<file path="src/rtl/kyogenrv_avm_pkg.sv">
// Shared types and defaults for the KyogenRV Avalon-MM arbiter.
package kyogenrv_avm_pkg;

  localparam int unsigned DefaultAddrW         = 32;
  localparam int unsigned DefaultDataW         = 32;
  localparam int unsigned DefaultStarveMax     = 4;
  localparam int unsigned DefaultTimeoutCycles = 255;

  // Read data returned to a requester whose read timed out (replicated to DATA_W).
  localparam bit TimeoutRdataBit = 1'b0;

  typedef enum logic [1:0] {
    IDLE,
    CMD,
    RESP,
    DONE
  } arb_state_t;

  typedef enum logic {
    GNT_I,
    GNT_D
  } grant_t;

endpackage

</file>
<file path="src/rtl/kyogenrv_avm_prio.sv">
// Grant selection: data side wins unless fetch has been passed over STARVE_MAX times in a row.
module kyogenrv_avm_prio
  import kyogenrv_avm_pkg::*;
#(
  parameter int unsigned STARVE_MAX = DefaultStarveMax
) (
  input  logic   clock,
  input  logic   reset_n,
  input  logic   i_req,
  input  logic   d_req,
  input  logic   grant_fire,
  input  grant_t granted,
  output grant_t grant
);

  localparam int unsigned CntW = $clog2(STARVE_MAX + 1);
  localparam logic [CntW-1:0] StarveMaxC = CntW'(STARVE_MAX);

  logic [CntW-1:0] starve_q, starve_d;

  // Pick the winner from the current requests and the starvation count.
  always_comb begin
    grant = GNT_I;
    if (d_req && ((starve_q < StarveMaxC) || !i_req)) begin
      grant = GNT_D;
    end
  end

  // Count consecutive data grants taken while fetch was waiting; saturate at the limit.
  always_comb begin
    starve_d = starve_q;
    if (!i_req) begin
      starve_d = '0;
    end else if (grant_fire) begin
      if (granted == GNT_I) begin
        starve_d = '0;
      end else if (starve_q < StarveMaxC) begin
        starve_d = starve_q + CntW'(1);
      end
    end
  end

  // Starvation counter register.
  always_ff @(posedge clock) begin
    if (!reset_n) begin
      starve_q <= '0;
    end else begin
      starve_q <= starve_d;
    end
  end

endmodule

</file>
<file path="src/rtl/kyogenrv_avm_arbiter.sv">
// Shares one Avalon-MM master between the fetch (read-only) and data requesters.
// One transaction in flight; data has priority with fetch anti-starvation; read timeout.
module kyogenrv_avm_arbiter
  import kyogenrv_avm_pkg::*;
#(
  parameter int unsigned ADDR_W         = DefaultAddrW,
  parameter int unsigned DATA_W         = DefaultDataW,
  parameter int unsigned STARVE_MAX     = DefaultStarveMax,
  parameter int unsigned TIMEOUT_CYCLES = DefaultTimeoutCycles
) (
  input  logic                clock,
  input  logic                reset_n,
  input  logic                i_req,
  input  logic [ADDR_W-1:0]   i_addr,
  output logic                i_ack,
  output logic [DATA_W-1:0]   i_rdata,
  input  logic                d_req,
  input  logic                d_we,
  input  logic [ADDR_W-1:0]   d_addr,
  input  logic [DATA_W-1:0]   d_wdata,
  input  logic [DATA_W/8-1:0] d_be,
  output logic                d_ack,
  output logic [DATA_W-1:0]   d_rdata,
  output logic                cpu_waitrequest,
  output logic [ADDR_W-1:0]   avm_address,
  output logic                avm_read,
  output logic                avm_write,
  output logic [DATA_W-1:0]   avm_writedata,
  output logic [DATA_W/8-1:0] avm_byteenable,
  input  logic [DATA_W-1:0]   avm_readdata,
  input  logic                avm_readdatavalid,
  input  logic                avm_waitrequest,
  output logic                timeout_err
);

  localparam int unsigned BeW  = DATA_W / 8;
  localparam int unsigned TmoW = $clog2(TIMEOUT_CYCLES + 1);
  localparam logic [TmoW-1:0] TmoLast = TmoW'(TIMEOUT_CYCLES - 1);

  arb_state_t        state_q, state_d;
  grant_t            gnt_q, gnt_d;
  logic [ADDR_W-1:0] addr_q, addr_d;
  logic              read_q, read_d;
  logic              write_q, write_d;
  logic [DATA_W-1:0] wdata_q, wdata_d;
  logic [BeW-1:0]    be_q, be_d;
  logic              i_ack_q, i_ack_d;
  logic              d_ack_q, d_ack_d;
  logic [DATA_W-1:0] i_rdata_q, i_rdata_d;
  logic [DATA_W-1:0] d_rdata_q, d_rdata_d;
  logic [TmoW-1:0]   tmo_q, tmo_d;
  logic              err_q, err_d;

  grant_t            grant;
  logic              grant_fire;
  logic              rsp_done;
  logic [DATA_W-1:0] rsp_data;

  assign grant_fire = (state_q == IDLE) && (i_req || d_req);

  kyogenrv_avm_prio #(
    .STARVE_MAX(STARVE_MAX)
  ) u_prio (
    .clock     (clock),
    .reset_n   (reset_n),
    .i_req     (i_req),
    .d_req     (d_req),
    .grant_fire(grant_fire),
    .granted   (grant),
    .grant     (grant)
  );

  // Transaction FSM: latch the winner's command, hold it through waitrequest, route the response.
  always_comb begin
    state_d   = state_q;
    gnt_d     = gnt_q;
    addr_d    = addr_q;
    read_d    = read_q;
    write_d   = write_q;
    wdata_d   = wdata_q;
    be_d      = be_q;
    i_ack_d   = 1'b0;
    d_ack_d   = 1'b0;
    i_rdata_d = i_rdata_q;
    d_rdata_d = d_rdata_q;
    tmo_d     = tmo_q;
    err_d     = err_q;
    rsp_done  = 1'b0;
    rsp_data  = avm_readdata;

    unique case (state_q)
      IDLE: begin
        if (i_req || d_req) begin
          gnt_d   = grant;
          state_d = CMD;
          if (grant == GNT_D) begin
            addr_d  = d_addr;
            read_d  = !d_we;
            write_d = d_we;
            wdata_d = d_wdata;
            be_d    = d_be;
          end else begin
            addr_d  = i_addr;
            read_d  = 1'b1;
            write_d = 1'b0;
            wdata_d = '0;
            be_d    = '1;
          end
        end
      end
      CMD: begin
        if (!avm_waitrequest) begin
          read_d  = 1'b0;
          write_d = 1'b0;
          if (write_q) begin
            d_ack_d = 1'b1;
            state_d = DONE;
          end else begin
            tmo_d = '0;
            // Zero-latency slave: data arrives in the acceptance cycle.
            if (avm_readdatavalid) begin
              rsp_done = 1'b1;
              state_d  = DONE;
            end else begin
              state_d = RESP;
            end
          end
        end
      end
      RESP: begin
        if (avm_readdatavalid) begin
          rsp_done = 1'b1;
          state_d  = DONE;
        end else if (tmo_q == TmoLast) begin
          rsp_done = 1'b1;
          rsp_data = {DATA_W{TimeoutRdataBit}};
          err_d    = 1'b1;
          state_d  = DONE;
        end else begin
          tmo_d = tmo_q + TmoW'(1);
        end
      end
      // Requester's req is still high while its ack is visible, so skip sampling here.
      DONE: state_d = IDLE;
      default: state_d = IDLE;
    endcase

    if (rsp_done) begin
      if (gnt_q == GNT_I) begin
        i_ack_d   = 1'b1;
        i_rdata_d = rsp_data;
      end else begin
        d_ack_d   = 1'b1;
        d_rdata_d = rsp_data;
      end
    end
  end

  // State, bus and response registers with synchronous reset.
  always_ff @(posedge clock) begin
    if (!reset_n) begin
      state_q   <= IDLE;
      gnt_q     <= GNT_I;
      addr_q    <= '0;
      read_q    <= 1'b0;
      write_q   <= 1'b0;
      wdata_q   <= '0;
      be_q      <= '0;
      i_ack_q   <= 1'b0;
      d_ack_q   <= 1'b0;
      i_rdata_q <= '0;
      d_rdata_q <= '0;
      tmo_q     <= '0;
      err_q     <= 1'b0;
    end else begin
      state_q   <= state_d;
      gnt_q     <= gnt_d;
      addr_q    <= addr_d;
      read_q    <= read_d;
      write_q   <= write_d;
      wdata_q   <= wdata_d;
      be_q      <= be_d;
      i_ack_q   <= i_ack_d;
      d_ack_q   <= d_ack_d;
      i_rdata_q <= i_rdata_d;
      d_rdata_q <= d_rdata_d;
      tmo_q     <= tmo_d;
      err_q     <= err_d;
    end
  end

  assign avm_address     = addr_q;
  assign avm_read        = read_q;
  assign avm_write       = write_q;
  assign avm_writedata   = wdata_q;
  assign avm_byteenable  = be_q;
  assign i_ack           = i_ack_q;
  assign d_ack           = d_ack_q;
  assign i_rdata         = i_rdata_q;
  assign d_rdata         = d_rdata_q;
  assign timeout_err     = err_q;
  assign cpu_waitrequest = (i_req && !i_ack_q) || (d_req && !d_ack_q);

endmodule

</file>
<file path="config.mk">
export PLATFORM = sky130hd
export DESIGN_NAME = kyogenrv_avm_arbiter
export DESIGN_NICKNAME = d
export VERILOG_FILES = /design/src/rtl/kyogenrv_avm_pkg.sv /design/src/rtl/kyogenrv_avm_prio.sv /design/src/rtl/kyogenrv_avm_arbiter.sv
export SDC_FILE = /design/constraint.sdc
export NUM_CORES = 1
export LEC_CHECK = 0
export ABC_CLOCK_PERIOD_IN_PS = 4500
export BUFFER_PORTS_ARGS = -buffer_cell sky130_fd_sc_hd__buf_2
export CAP_MARGIN = 20
export CORE_UTILIZATION = 35
export DETAILED_ROUTE_END_ITERATION = 7
export PLACE_DENSITY = 0.68
export SYNTH_ARGS = -nofsm -noshare
export SYNTH_HDL_FRONTEND = slang
export SYNTH_SLANG_ARGS = --single-unit
</file>
<file path="constraint.sdc">
create_clock -name clock -period 4.5 [get_ports clock]
set_clock_uncertainty 0.2 [all_clocks]
set_input_delay 0.225 -clock clock [delete_from_list [all_inputs] [get_ports clock]]
set_output_delay 0.225 -clock clock [all_outputs]
set_load 0.02 [all_outputs]
</file>
## After elaboration in Yosys (flattened, before gate mapping)

Index checks and enable logic that the tools add are counted.

- Register bits after elaboration: 151
- Bits in latches: 0
- Memory bits (writable): 0
- ROM bits: 0
- Input port bits: 139
- Output and inout bits: 138
- Memories: 0

- Add/subtract/negate cells: 2
- Multipliers: 0
- Div/mod/pow operators: 0
- $lt $le $gt $ge: 1
- Equal/unequal tests: 11
- Shift operators: 0
- Mux-type cells: 40
- Bitwise operators: 2
- Reduce and logical (&&, ||, !) cells: 24

Operator list:

| kind | number |
|---|---|
| 32-bit 2-to-1 mux | 5 |
| 8-bit 2-to-1 mux | 4 |
| 1-bit 2-to-1 mux | 19 |
| 8-bit one-hot mux with 2 select lines | 1 |
| 2-bit AND reduction | 6 |
| 3-bit AND reduction | 3 |
| 8-bit by 1-bit adder with 8-bit output (second input constant) | 1 |
| 8-bit == test (second input constant) | 1 |
| 2-bit 2-to-1 mux | 4 |
| 2-bit != test (second input constant) | 4 |
| 2-bit one-hot mux with 4 select lines | 1 |
| 3-bit 2-to-1 mux | 2 |
| 1-bit one-hot mux with 2 select lines | 3 |
| 5-bit AND reduction | 1 |
| 2-bit == test (second input constant) | 2 |
| 1-bit logical AND | 4 |
| 1-bit logical NOT | 4 |
| 4-bit 2-to-1 mux | 1 |
| 2-bit by 1-bit != test with 1-bit output (second input constant) | 2 |
| 2-bit nonzero test | 2 |
| 3-bit by 1-bit adder with 3-bit output (second input constant) | 1 |
| 1-bit logical OR | 3 |
| 3-bit < comparator (second input constant) | 1 |
| 3-bit != test (second input constant) | 1 |
| 3 further kinds | 4 |

## Logic depth before layout (Yosys ltp)

- Depth after elaboration: 7
- Depth in mapped cells: 8

## Hierarchy

From an unflattened synthesis, not the netlist that was laid out.

- Cell total of the unflattened synthesis: 679
- Area total of the unflattened synthesis: 6198.4 um^2

Modules (own cells, without submodules):

| module | times used | cells each | area an instance (um^2) | seq. area each (um^2) |
|---|---|---|---|---|
| kyogenrv_avm_arbiter | 1 | 662 | 6048.3 | 2962.8 |
| kyogenrv_avm_prio | 1 | 17 | 150.1 | 60.1 |

## Worst setup path before layout

OpenSTA, ideal clock, no wires.

- Kind: register to register
- Start: register tmo_q[0]
- End: register tmo_q[3]
- Library setup time: 0.070 ns
- Arrival time: 1.825 ns
- Data required time: 4.230 ns
- Setup slack: 2.406 ns
- Stages on the path, launching flop included: 9
- Buffers on the path: 2
- Clock period less this slack: 2.094 ns
- Cell sequence: dfxtp_1 inv_1 ha_1 and3_1 buf_2 and3_4 buf_6 or4_1 a21oi_1

- Longest elaborated chain between the ends: 4

Ends and longest elaborated chain:

| item | line | source |
|---|---|---|
| start: declaration | kyogenrv_avm_arbiter.sv:51 | `logic [TmoW-1:0] tmo_q, tmo_d;` |
| start signal: assignment | kyogenrv_avm_arbiter.sv:187 | `tmo_q <= tmo_d;` |
| 8-bit by 1-bit adder with 8-bit output | kyogenrv_avm_arbiter.sv:140 | `tmo_d = tmo_q + TmoW'(1);` |
| 8-bit 2-to-1 mux | kyogenrv_avm_arbiter.sv:134 | `end else if (tmo_q == TmoLast) begin` |
| 8-bit 2-to-1 mux | kyogenrv_avm_arbiter.sv:131 | `if (avm_readdatavalid) begin` |
| 8-bit one-hot mux with 2 select lines | kyogenrv_avm_arbiter.sv:91 | `unique case (state_q)` |

Parallel ways exist; a longest one is shown, timed or not. The select of a mux whose other input is x is not followed.
A chain may end at the register's enable or synchronous reset.

## Worst setup path after layout

- Start: register state_q[0]
- End: register i_rdata_q[8] (netlist: i_rdata[8])

- Longest elaborated chain between the ends: 3

Ends and longest elaborated chain:

| item | line | source |
|---|---|---|
| start: declaration | kyogenrv_avm_arbiter.sv:40 | `arb_state_t state_q, state_d;` |
| start signal: assignment | kyogenrv_avm_arbiter.sv:176 | `state_q <= state_d;` |
| 2-bit == test or 2-bit by 1-bit == test with 1-bit output (tied branches) | kyogenrv_avm_arbiter.sv:91 |  |
| 1-bit one-hot mux with 2 select lines | kyogenrv_avm_arbiter.sv:91 |  |
| 2-bit AND reduction (no line) | n/a |  |
| end signal: assignment | kyogenrv_avm_arbiter.sv:185 | `i_rdata_q <= i_rdata_d;` |
| end: declaration | kyogenrv_avm_arbiter.sv:49 | `logic [DATA_W-1:0] i_rdata_q, i_rdata_d;` |

Parallel ways exist; a longest one is shown, timed or not.

==> impl_metrics.py <==
metrics = {
    "timing": {
        "hold_ws_ps": 27.64,
        "grt_setup_unrepaired": "false",
        "period_needed_ps": 2762,
        "finalSetupTns_ps": 0,
        "drv_slew": 0,
        "worst_pin_slew_ps": 818.2,
        "setup_viol": 0,
        "fmax_mhz": 362.1,
        "hold_viol": 0,
        "slew_headroom_pct": 45.45,
        "fin_crit_sh_pct": 61.37,
    },
    "die": {
        "initial_core_util_pct": 36.24,
        "die_area_mm2": 0.01789,
        "io_pins": 277,
        "die-width_um": 133.7,
        "core_mm2": 0.01676,
        "row_count": 47,
        "die_y_um": 133.7,
    },
    "clocking": {
        "clock-sinks": 151,
        "numCtsBuffers": 17,
        "clk_latency_ps": 420,
        "cts_root_buf": "clkbuf_16",
        "clk_path_buf_depth": 2,
        "cts_tree": "built",
        "htreeDepth": 4,
        "cts_resized": 0,
        "clk_pin_slew_ps": 60,
    },
    "grt": {
        "grt_util_met3_pct": 7.230,
        "gr-usage-met1_pct": 23.41,
        "grt_pass1_wl_um": 30170,
        "busiest_layer": "met2",
        "first_global_vias": 6027,
        "grt_max_degree": 77,
        "grt.overflow.total": 0,
        "met2_usage_pct": 36.87,
        "antenna_found_initial": 2,
        "grt.total_usage_pct": 21.38,
    },
    "synth": {
        "yosys.area_share.simple_pct": 14.64,
        "syn-num-nets": 778,
        "synth_most_common_cell": "dfxtp_1",
        "synth_edf_count": 0,
        "yosys.area.top_type": "dfxtp_1",
        "ys_types": 51,
        "ys_top_cells_by_count": "dfxtp_1 (151), nand2_1 (108), mux2i_1 (98)",
        "synth_seq_cells": 151,
        "ys_warn_count": 0,
        "muxShareOfSynthArea_pct": 16.33,
        "synthArstFlopShare_pct": 0,
        "syn_area_mm2": 0.006075,
        "avgSynthCellArea_um2": 9.612,
        "synth_compound_area_share_pct": 13.41,
        "netlist_instances": 632,
        "synth_xor_area_share_pct": 0,
        "synthFlopType": "dfxtp_1",
        "synth_top_family_by_area": "multiplexers",
        "synthAdderAreaFrac_pct": 1.442,
        "netlist_top_cells_area": "dfxtp_1 (50%), mux2i_1 (16%), nand2_1 (6.7%)",
        "ys_seq_area_share_pct": 49.76,
        "synth.top_cell.area_share_pct": 49.76,
    },
    "route": {
        "firstDrtPassIters": 5,
        "drcViolationCount": 0,
        "wire_per_inst_um": 15.24,
        "ant_nets": 0,
        "avgViaCountPerCell": 4.791,
        "drt_iter0_drc": 197,
        "vias": 5993,
        "drt_wl_total_um": 19070,
    },
    "place": {
        "placed_area_mm2": 0.007592,
        "dp_hpwl_um": 11510,
        "routabilityCongestion": 0.7972,
        "port_buffers": 276,
    },
    "worst_setup_path": {
        "max_stage_delay_ps": 650,
        "cp.required_ps": 4650,
        "worstPathMaxFanout": 17,
        "critPathSlowestCell": "a21oi_4",
        "path_class": "reg2reg",
        "reg2reg_depth": 6,
        "critPathCaptureType": "flop",
        "arrival_ps": 2920,
        "critPathBufInv": 2,
        "worstPathCellList": "inv_1 > ha_1 > o21ai_1 > a21oi_4 > buf_4 > mux2i_1",
        "crit_family": "compound AO/OA/AOI/OAI gates",
        "worstSetupPathDepth": 6,
        "cp-start-kind": "flop",
    },
    "finish": {
        "post-route-util_pct": 56.77,
        "drive_above_1_share_pct": 32.26,
        "synthToLayoutAreaGrowth_pct": 56.62,
        "fin_nets": 1162,
        "fin_area_mm2": 0.009514,
    },
    "worst_hold_path": {
        "hold_depth": 3,
        "worstHoldPathType": "in2reg",
    },
    "power": {
        "powerDensity_mw_per_mm2": 471.7,
        "power_w": 0.004488,
        "p_leak_nw": 4.327,
        "ir_drop_v": 0.0002853,
    },
    "run_status": {
        "status": "finished, final reports clean",
    },
    "run": {
        "max-cap-violations": 0,
    },
}
## per-layer routing
metal	vias to the layer above	share of wire (%)
met4	0	2.5
met3	42	7.5
li1	2989	-
met2	226	49
met5	-	0
met1	2736	41
## registers in the layout, indices dropped and copies added (netlist names)
register and count:
avm_writedata 32, d_rdata 32, state_q 2, avm_address 32, d_ack 1, u_prio.starve_q 3
tmo_q 8, timeout_err 1, avm_write 1, avm_read 1, gnt_q 1, avm_byteenable 4
i_ack 1, i_rdata 32
## logic make-up after synthesis
kind of cell | count (synthesis)
adders and majority gates | 7
muxes | 99
AOI/OAI and AO/OA | 108
DFF | 151
and+or+nand+nor | 210
buffers and inverters | 57
## final timing paths
path                                                from                           end  slack [ps]
worst max-delay path             state_q[0]$_SDFFE_PN0P_       i_rdata[8]$_SDFFE_PN0P_        1740
worst min-delay path                          i_addr[21]  avm_address[21]$_SDFFE_PN0P_          30
worst max register to register   state_q[0]$_SDFFE_PN0P_       i_rdata[8]$_SDFFE_PN0P_        1740
worst min register to register  d_rdata[13]$_SDFFE_PN0P_      d_rdata[13]$_SDFFE_PN0P_         250
## cell type report
class | instances | area [um^2]
Clock buffer | 18 | 439.2
Tap cell | 220 | 275.3
Antenna cell | 2 | 5.005
Sequential cell | 151 | 3023
Clock inverter | 14 | 148.9
Fill cell | 1406 | 7246
Timing Repair Buffer | 415 | 2790
Inverter | 7 | 26.28
Multi-Input combinational cell | 424 | 2806
## per-stage QoR
step | setup slack (ps) | instances
final | 1738 | 1251
after global routing | 1475 | 1251
after CTS | 1691 | 1248
after detailed placement | 1704 | 1086
after global placement | 1754 | 1085
after floorplan | 2406 | 632
## worst register-to-register path, stage by stage (launching register included)
cell and delay, ps:
dfxtp_1 320, inv_1 140, ha_1 470, o21ai_1 260
a21oi_4 650, buf_4 430, mux2i_1 230
## where the power goes
part           internal [W]  switching, W  total, W
combinational      0.000550      0.000854   0.00140
sequential          0.00156      0.000112   0.00167
clock              0.000835      0.000578   0.00141
## layout by cell type (no fill, tap or decap), types with 4 or more instances in the layout
cell	Yosys	layout
a211oi_1	34	34
a21oi_1	9	9
a22oi_1	32	32
buf_2	13	276
buf_4	6	7
clkbuf_16	0	17
clkinv_2	0	4
clkinv_4	0	4
dfxtp_1	151	151
dlygate4sd3_1	0	130
ha_1	7	7
inv_1	7	6
mux2i_1	98	98
nand2_1	108	108
nand3_1	7	7
nor2_1	71	71
o21ai_0	6	6
o221a_2	4	4
## what timing repair did
item / CTS / global route
hold buffers: 130 / 0
hold endpoints to repair: 136 / 0
buffers inserted: 0 / 0
Power figures use the tool's default switching activity.
